==> src/rtl/scr1_mem_copy_initiator.sv <==
// Single-channel word copy engine acting as an initiator on the SCR1 data-memory interface.
// One transaction is outstanding at a time: read a word, write it, repeat until len words are moved.

package scr1_memif_pkg;

    localparam int SCR1_DMEM_AWIDTH = 32;
    localparam int SCR1_DMEM_DWIDTH = 32;

    typedef enum logic {
        SCR1_MEM_CMD_RD = 1'b0,
        SCR1_MEM_CMD_WR = 1'b1
    } type_scr1_mem_cmd_e;

    typedef enum logic [1:0] {
        SCR1_MEM_WIDTH_BYTE  = 2'b00,
        SCR1_MEM_WIDTH_HWORD = 2'b01,
        SCR1_MEM_WIDTH_WORD  = 2'b10
    } type_scr1_mem_width_e;

    typedef enum logic [1:0] {
        SCR1_MEM_RESP_NOTRDY = 2'b00,
        SCR1_MEM_RESP_RDY_OK = 2'b01,
        SCR1_MEM_RESP_RDY_ER = 2'b10
    } type_scr1_mem_resp_e;

endpackage

module scr1_mem_copy_initiator
    import scr1_memif_pkg::*;
#(
    parameter int LEN_W = 16
) (
    input  logic                        clk,
    input  logic                        rst_n,
    input  logic                        start,
    input  logic [SCR1_DMEM_AWIDTH-1:0] src_addr,
    input  logic [SCR1_DMEM_AWIDTH-1:0] dst_addr,
    input  logic [LEN_W-1:0]            len,
    output logic                        busy,
    output logic                        done,
    output logic                        err,
    output logic [SCR1_DMEM_AWIDTH-1:0] err_addr,
    output logic                        dmem_req,
    input  logic                        dmem_req_ack,
    output type_scr1_mem_cmd_e          dmem_cmd,
    output type_scr1_mem_width_e        dmem_width,
    output logic [SCR1_DMEM_AWIDTH-1:0] dmem_addr,
    output logic [SCR1_DMEM_DWIDTH-1:0] dmem_wdata,
    input  logic [SCR1_DMEM_DWIDTH-1:0] dmem_rdata,
    input  type_scr1_mem_resp_e         dmem_resp
);

    localparam int AW = SCR1_DMEM_AWIDTH;
    localparam int DW = SCR1_DMEM_DWIDTH;
    localparam logic [AW-1:0]    WORD_BYTES = AW'(4);
    localparam logic [LEN_W-1:0] ONE_WORD   = LEN_W'(1);

    typedef enum logic [2:0] {
        IDLE,
        RD_REQ,
        RD_RESP,
        WR_REQ,
        WR_RESP
    } state_e;

    state_e             state, state_n;
    logic [AW-1:0]      rd_ptr, rd_ptr_n;
    logic [AW-1:0]      wr_ptr, wr_ptr_n;
    logic [LEN_W-1:0]   cnt, cnt_n;
    logic               busy_n, done_n, err_n, req_n;
    logic [AW-1:0]      err_addr_n, addr_n;
    logic [DW-1:0]      wdata_n;
    type_scr1_mem_cmd_e cmd_n;

    // Byte-offset bits of the start addresses are deliberately dropped.
    logic unused_addr_lsbs;
    assign unused_addr_lsbs = ^{src_addr[1:0], dst_addr[1:0]};

    assign dmem_width = SCR1_MEM_WIDTH_WORD;

    always_comb begin
        // NOTE: every variable gets a default before the case so no path leaves one unassigned (no latches).
        state_n    = state;
        rd_ptr_n   = rd_ptr;
        wr_ptr_n   = wr_ptr;
        cnt_n      = cnt;
        busy_n     = busy;
        done_n     = 1'b0;
        err_n      = 1'b0;
        err_addr_n = err_addr;
        req_n      = dmem_req;
        cmd_n      = dmem_cmd;
        addr_n     = dmem_addr;
        wdata_n    = dmem_wdata;

        case (state)
            IDLE: begin
                if (start) begin
                    err_addr_n = '0;
                    if (len != '0) begin
                        rd_ptr_n = {src_addr[AW-1:2], 2'b00};
                        wr_ptr_n = {dst_addr[AW-1:2], 2'b00};
                        cnt_n    = len;
                        busy_n   = 1'b1;
                        req_n    = 1'b1;
                        cmd_n    = SCR1_MEM_CMD_RD;
                        addr_n   = {src_addr[AW-1:2], 2'b00};
                        state_n  = RD_REQ;
                    end else begin
                        done_n = 1'b1;
                    end
                end
            end

            RD_REQ: begin
                if (dmem_req && dmem_req_ack) begin
                    req_n   = 1'b0;
                    state_n = RD_RESP;
                end
            end

            RD_RESP: begin
                if (dmem_resp == SCR1_MEM_RESP_RDY_OK) begin
                    wdata_n  = dmem_rdata;
                    rd_ptr_n = rd_ptr + WORD_BYTES;
                    req_n    = 1'b1;
                    cmd_n    = SCR1_MEM_CMD_WR;
                    addr_n   = wr_ptr;
                    state_n  = WR_REQ;
                end else if (dmem_resp == SCR1_MEM_RESP_RDY_ER) begin
                    err_n      = 1'b1;
                    err_addr_n = dmem_addr;
                    busy_n     = 1'b0;
                    state_n    = IDLE;
                end
            end

            WR_REQ: begin
                if (dmem_req && dmem_req_ack) begin
                    req_n   = 1'b0;
                    state_n = WR_RESP;
                end
            end

            WR_RESP: begin
                if (dmem_resp == SCR1_MEM_RESP_RDY_OK) begin
                    wr_ptr_n = wr_ptr + WORD_BYTES;
                    cnt_n    = cnt - ONE_WORD;
                    if (cnt == ONE_WORD) begin
                        busy_n  = 1'b0;
                        done_n  = 1'b1;
                        state_n = IDLE;
                    end else begin
                        req_n   = 1'b1;
                        cmd_n   = SCR1_MEM_CMD_RD;
                        addr_n  = rd_ptr;
                        state_n = RD_REQ;
                    end
                end else if (dmem_resp == SCR1_MEM_RESP_RDY_ER) begin
                    err_n      = 1'b1;
                    err_addr_n = dmem_addr;
                    busy_n     = 1'b0;
                    state_n    = IDLE;
                end
            end

            default: begin
                busy_n  = 1'b0;
                req_n   = 1'b0;
                state_n = IDLE;
            end
        endcase
    end

    always_ff @(posedge clk or negedge rst_n) begin
        if (!rst_n) begin
            state      <= IDLE;
            rd_ptr     <= '0;
            wr_ptr     <= '0;
            cnt        <= '0;
            busy       <= 1'b0;
            done       <= 1'b0;
            err        <= 1'b0;
            err_addr   <= '0;
            dmem_req   <= 1'b0;
            dmem_cmd   <= SCR1_MEM_CMD_RD;
            dmem_addr  <= '0;
            dmem_wdata <= '0;
        end else begin
            // NOTE: non-blocking assignments so every register samples pre-edge values.
            state      <= state_n;
            rd_ptr     <= rd_ptr_n;
            wr_ptr     <= wr_ptr_n;
            cnt        <= cnt_n;
            busy       <= busy_n;
            done       <= done_n;
            err        <= err_n;
            err_addr   <= err_addr_n;
            dmem_req   <= req_n;
            dmem_cmd   <= cmd_n;
            dmem_addr  <= addr_n;
            dmem_wdata <= wdata_n;
        end
    end

endmodule

==> config.mk <==
export PLATFORM = sky130hd
export DESIGN_NAME = scr1_mem_copy_initiator
export DESIGN_NICKNAME = d
export VERILOG_FILES = /design/src/rtl/scr1_mem_copy_initiator.sv
export SDC_FILE = /design/constraint.sdc
export NUM_CORES = 1
export LEC_CHECK = 0
export CAP_MARGIN = 15
export CORE_ASPECT_RATIO = 0.7
export CORE_MARGIN = 2
export CORE_UTILIZATION = 35
export DETAILED_ROUTE_END_ITERATION = 10
export PLACE_DENSITY = 0.7
export REMOVE_ABC_BUFFERS = 1
export SLEW_MARGIN = 20
export SYNTH_ARGS = -nofsm -noshare
export SYNTH_HDL_FRONTEND = slang
export SYNTH_SLANG_ARGS = --single-unit
==> constraint.sdc <==
create_clock -name clk -period 2.2 [get_ports clk]
set_clock_uncertainty 0.2 [all_clocks]
set_input_delay 0.22 -clock clk [delete_from_list [all_inputs] [get_ports clk]]
set_output_delay 0.22 -clock clk [all_outputs]
set_load 0.02 [all_outputs]
==> run summary <==
Outcome - finished, violations left
Violated checks - negative setup slack
Worst Setup Slack, final - -56.8 ps
GRT Resource Usage Total - 22.0%
Top cell type's share of synthesized area - 47.9%
Psw - 1.73 mW
Period utilization - 103%
Area contributors post-synth - dfrtp_1, nand2_1, a21oi_1, a22o_1, mux2i_1
Pre-antenna DRT Iters - 5
# IOs - 221
Flop pwr share - 46.8%
Clk buf depth - 2
Placed cell area - 12600 um2
Top cells by count, synth - dfrtp_1, nand2_1, a21oi_1
Worst reg2reg path depth - 5
Number of port buffers - 214
Unique cell type count in the Yosys netlist - 68
Initial Util - 35.9%
Routed wire length - 31100 um
Iteration-0 DRC Markers - 815
Post-synthesis simple-gate area fraction - 17.9%
Layout cells sized above 1 - 15.2%
Chip width - 199 um
Cell Rows - 49
Vias - 9141
Antenna-violating nets left - 0
# diodes - 0
Crit path max fanout - 6
Dpl hpwl - 22000 um
Cell Int Power - 5.54 mW
Clock root buffer - clkbuf_16
GRT overflow - 0
Core region area - 25900 um2
EDFF count, synth - 0
Cell repeated most along the worst path - or4_4
DR top layer - met4
Largest family of logic cells by synthesized area - compound AO/OA/AOI/OAI gates
Startpoint Class - register
Vias in the first global route - 8592
Fillers - 2383
Max-Cap Viols - 0
Final design utilization - 52.0%
Number of synthesis warnings - 0
Initial antenna violation count - 1
Ys async rst share - 100%
First-pass GRT wire length - 47800 um
Finished Cell Area - 13400 um2
Die area - 27900 um2
Die H - 140 um
Fin crit period - 2260 ps
Clk sink count - 178
Sw Share - 23.8%
Largest net degree at the start of global routing - 81
Synth-to-Final Area Change - 44.6%
Metal3 WL - 2760 um
PwrDens - 540 nW/um2
Most frequent cell after synthesis - dfrtp_1
Routed met1 length - 14400 um
Top FF cell, synth - dfrtp_1
Comb pwr share - 8.3%
Met2 WL - 13500 um
CTS Buf Count - 17
Worst Path Required - 2320 ps
Final hold slack - 98.9 ps
Clock transition at path regs - 70 ps
Crit Path Category - reg2reg
Hold Path Cell Cnt - 3
Pleak - 5.85 nW
Synth Instances - 1019
Unrepaired setup endpoints after global routing - true
CP cell instances - or4_4, or4_4, nand3b_4, o22ai_1, o2bb2a_2
Critical Path AT - 2380 ps
Worst skew pair latency - 440 ps
Post-DR vias/cell - 5.49
Final GP Congestion - 0.886
Crit path largest cell delay - 550 ps
Synth Area in Compound Gates - 24.4%
Max IR drop VDD - 0.506 mV
Syn Area/Cell - 9.12 um2
Cell taking the most area after synthesis - dfrtp_1
CTS tree - done
Multiplexer area fraction after synthesis - 3.70%
H-tree levels - 4
Nets - 1419
Clk network pwr share - 44.9%
Hold Crit Class - in2reg
Tot Pwr - 7.26 mW
Post-Synth XOR/XNOR Area - 0.0942%
Final hold violations - 0
Register area share after synthesis - 47.9%
Synth Register Bits - 178
Post-synthesis adder-cell area fraction - 0.538%
DRC Markers - 0
F_max - 0.443 GHz
Final Max Tran Viols - 0
Synthesized cell area - 9300 um2
Setup crit end kind - register
CP max stage cell - or4_4
Wire per inst - 18.7 um
Setup-failing EPs final - 1
## power groups by stage
stage | Sequential [mW] | Combinational (mW) | Clock (mW)
2_1_floorplan | 3.48 | 0.136 | 0
3_3_place_gp | 3.46 | 0.587 | 0
3_5_place_dp | 3.46 | 0.595 | 0
4_1_cts | 3.40 | 0.602 | 3.32
5_1_grt | 3.41 | 0.651 | 3.46
6_report | 3.40 | 0.602 | 3.26
## logic make-up (layout without fill, tap and decap cells)
kind of cell	after synthesis	in the layout
simple gates	347	347
buf+inv	116	405
flops	178	178
fa+ha+maj	4	4
xor+xnor	1	1
compound gates	337	338
mux	34	34
other cells	2	2
## per-layer routing
metal	vias to the layer above	GRT usage, %
li1	4285	-
met1	4436	32.2
met2	394	32.3
met3	26	5.75
met4	0	4.91
met5	-	0
## sequential cells by signal, indices dropped and copies added (netlist names), 3 cells and up
signal	flops
err_addr	31
cnt	16
state	3
rd_ptr	30
dmem_addr	31
dmem_wdata	32
wr_ptr	30
## final timing paths
kind                           startpoint        endpoint  slack (ps)
setup / recovery                   cnt[2]         cnt[15]         -60
hold / removal             dmem_rdata[29]  dmem_wdata[29]         100
setup reg to reg                   cnt[2]         cnt[15]         -60
hold reg to reg             dmem_wdata[4]   dmem_wdata[4]         280
max in group asynchronous           rst_n          cnt[7]         990
min in group asynchronous           rst_n    err_addr[25]         150
## cells in the final DEF (no fill, tap or decap), types with 30 or more instances in the layout
| cell | count |
|---|---|
| a21oi_1 | 101 |
| a22o_1 | 57 |
| buf_4 | 103 |
| clkdlybuf4s50_1 | 213 |
| dfrtp_1 | 176 |
| inv_1 | 37 |
| mux2i_1 | 30 |
| nand2_1 | 156 |
| nand3_1 | 33 |
| nor2_1 | 56 |
| o21ai_0 | 52 |
## what timing repair did
item,CTS,global route
pin swaps,0,7
endpoints found under the setup margin,70,97
hold endpoints to repair,178,0
gates resized for setup,7,29
hold buffers,2,0
cloned,0,4
buffers inserted,0,3
## critical path, delay by kind of cell (launching register included)
kind,cells,cell delay (ps)
compound gates,2,350
simple gates,3,1210
flops,1,380
## per-stage QoR
stage | cells | TNS [ps] | setup WS, ps
floorplan | 940 | -1012290 | -7590
global placement | 1626 | -24710 | -326
detailed placement | 1626 | -28130 | -357
CTS | 1659 | -88.4 | -52.4
global route | 1666 | -824 | -84.5
finish | 1666 | -56.8 | -56.8
## cell type report
type | instances | area, um2 | area share, %
inverters | 37 | 139 | 1.03
flip-flops and latches | 178 | 4460 | 33.2
clock buffers | 21 | 460 | 3.43
clock inverters | 10 | 148 | 1.10
well taps | 357 | 447 | 3.32
repair buffers | 337 | 3290 | 24.5
multi-input cells | 726 | 4500 | 33.5
Power figures use the tool's default switching activity.
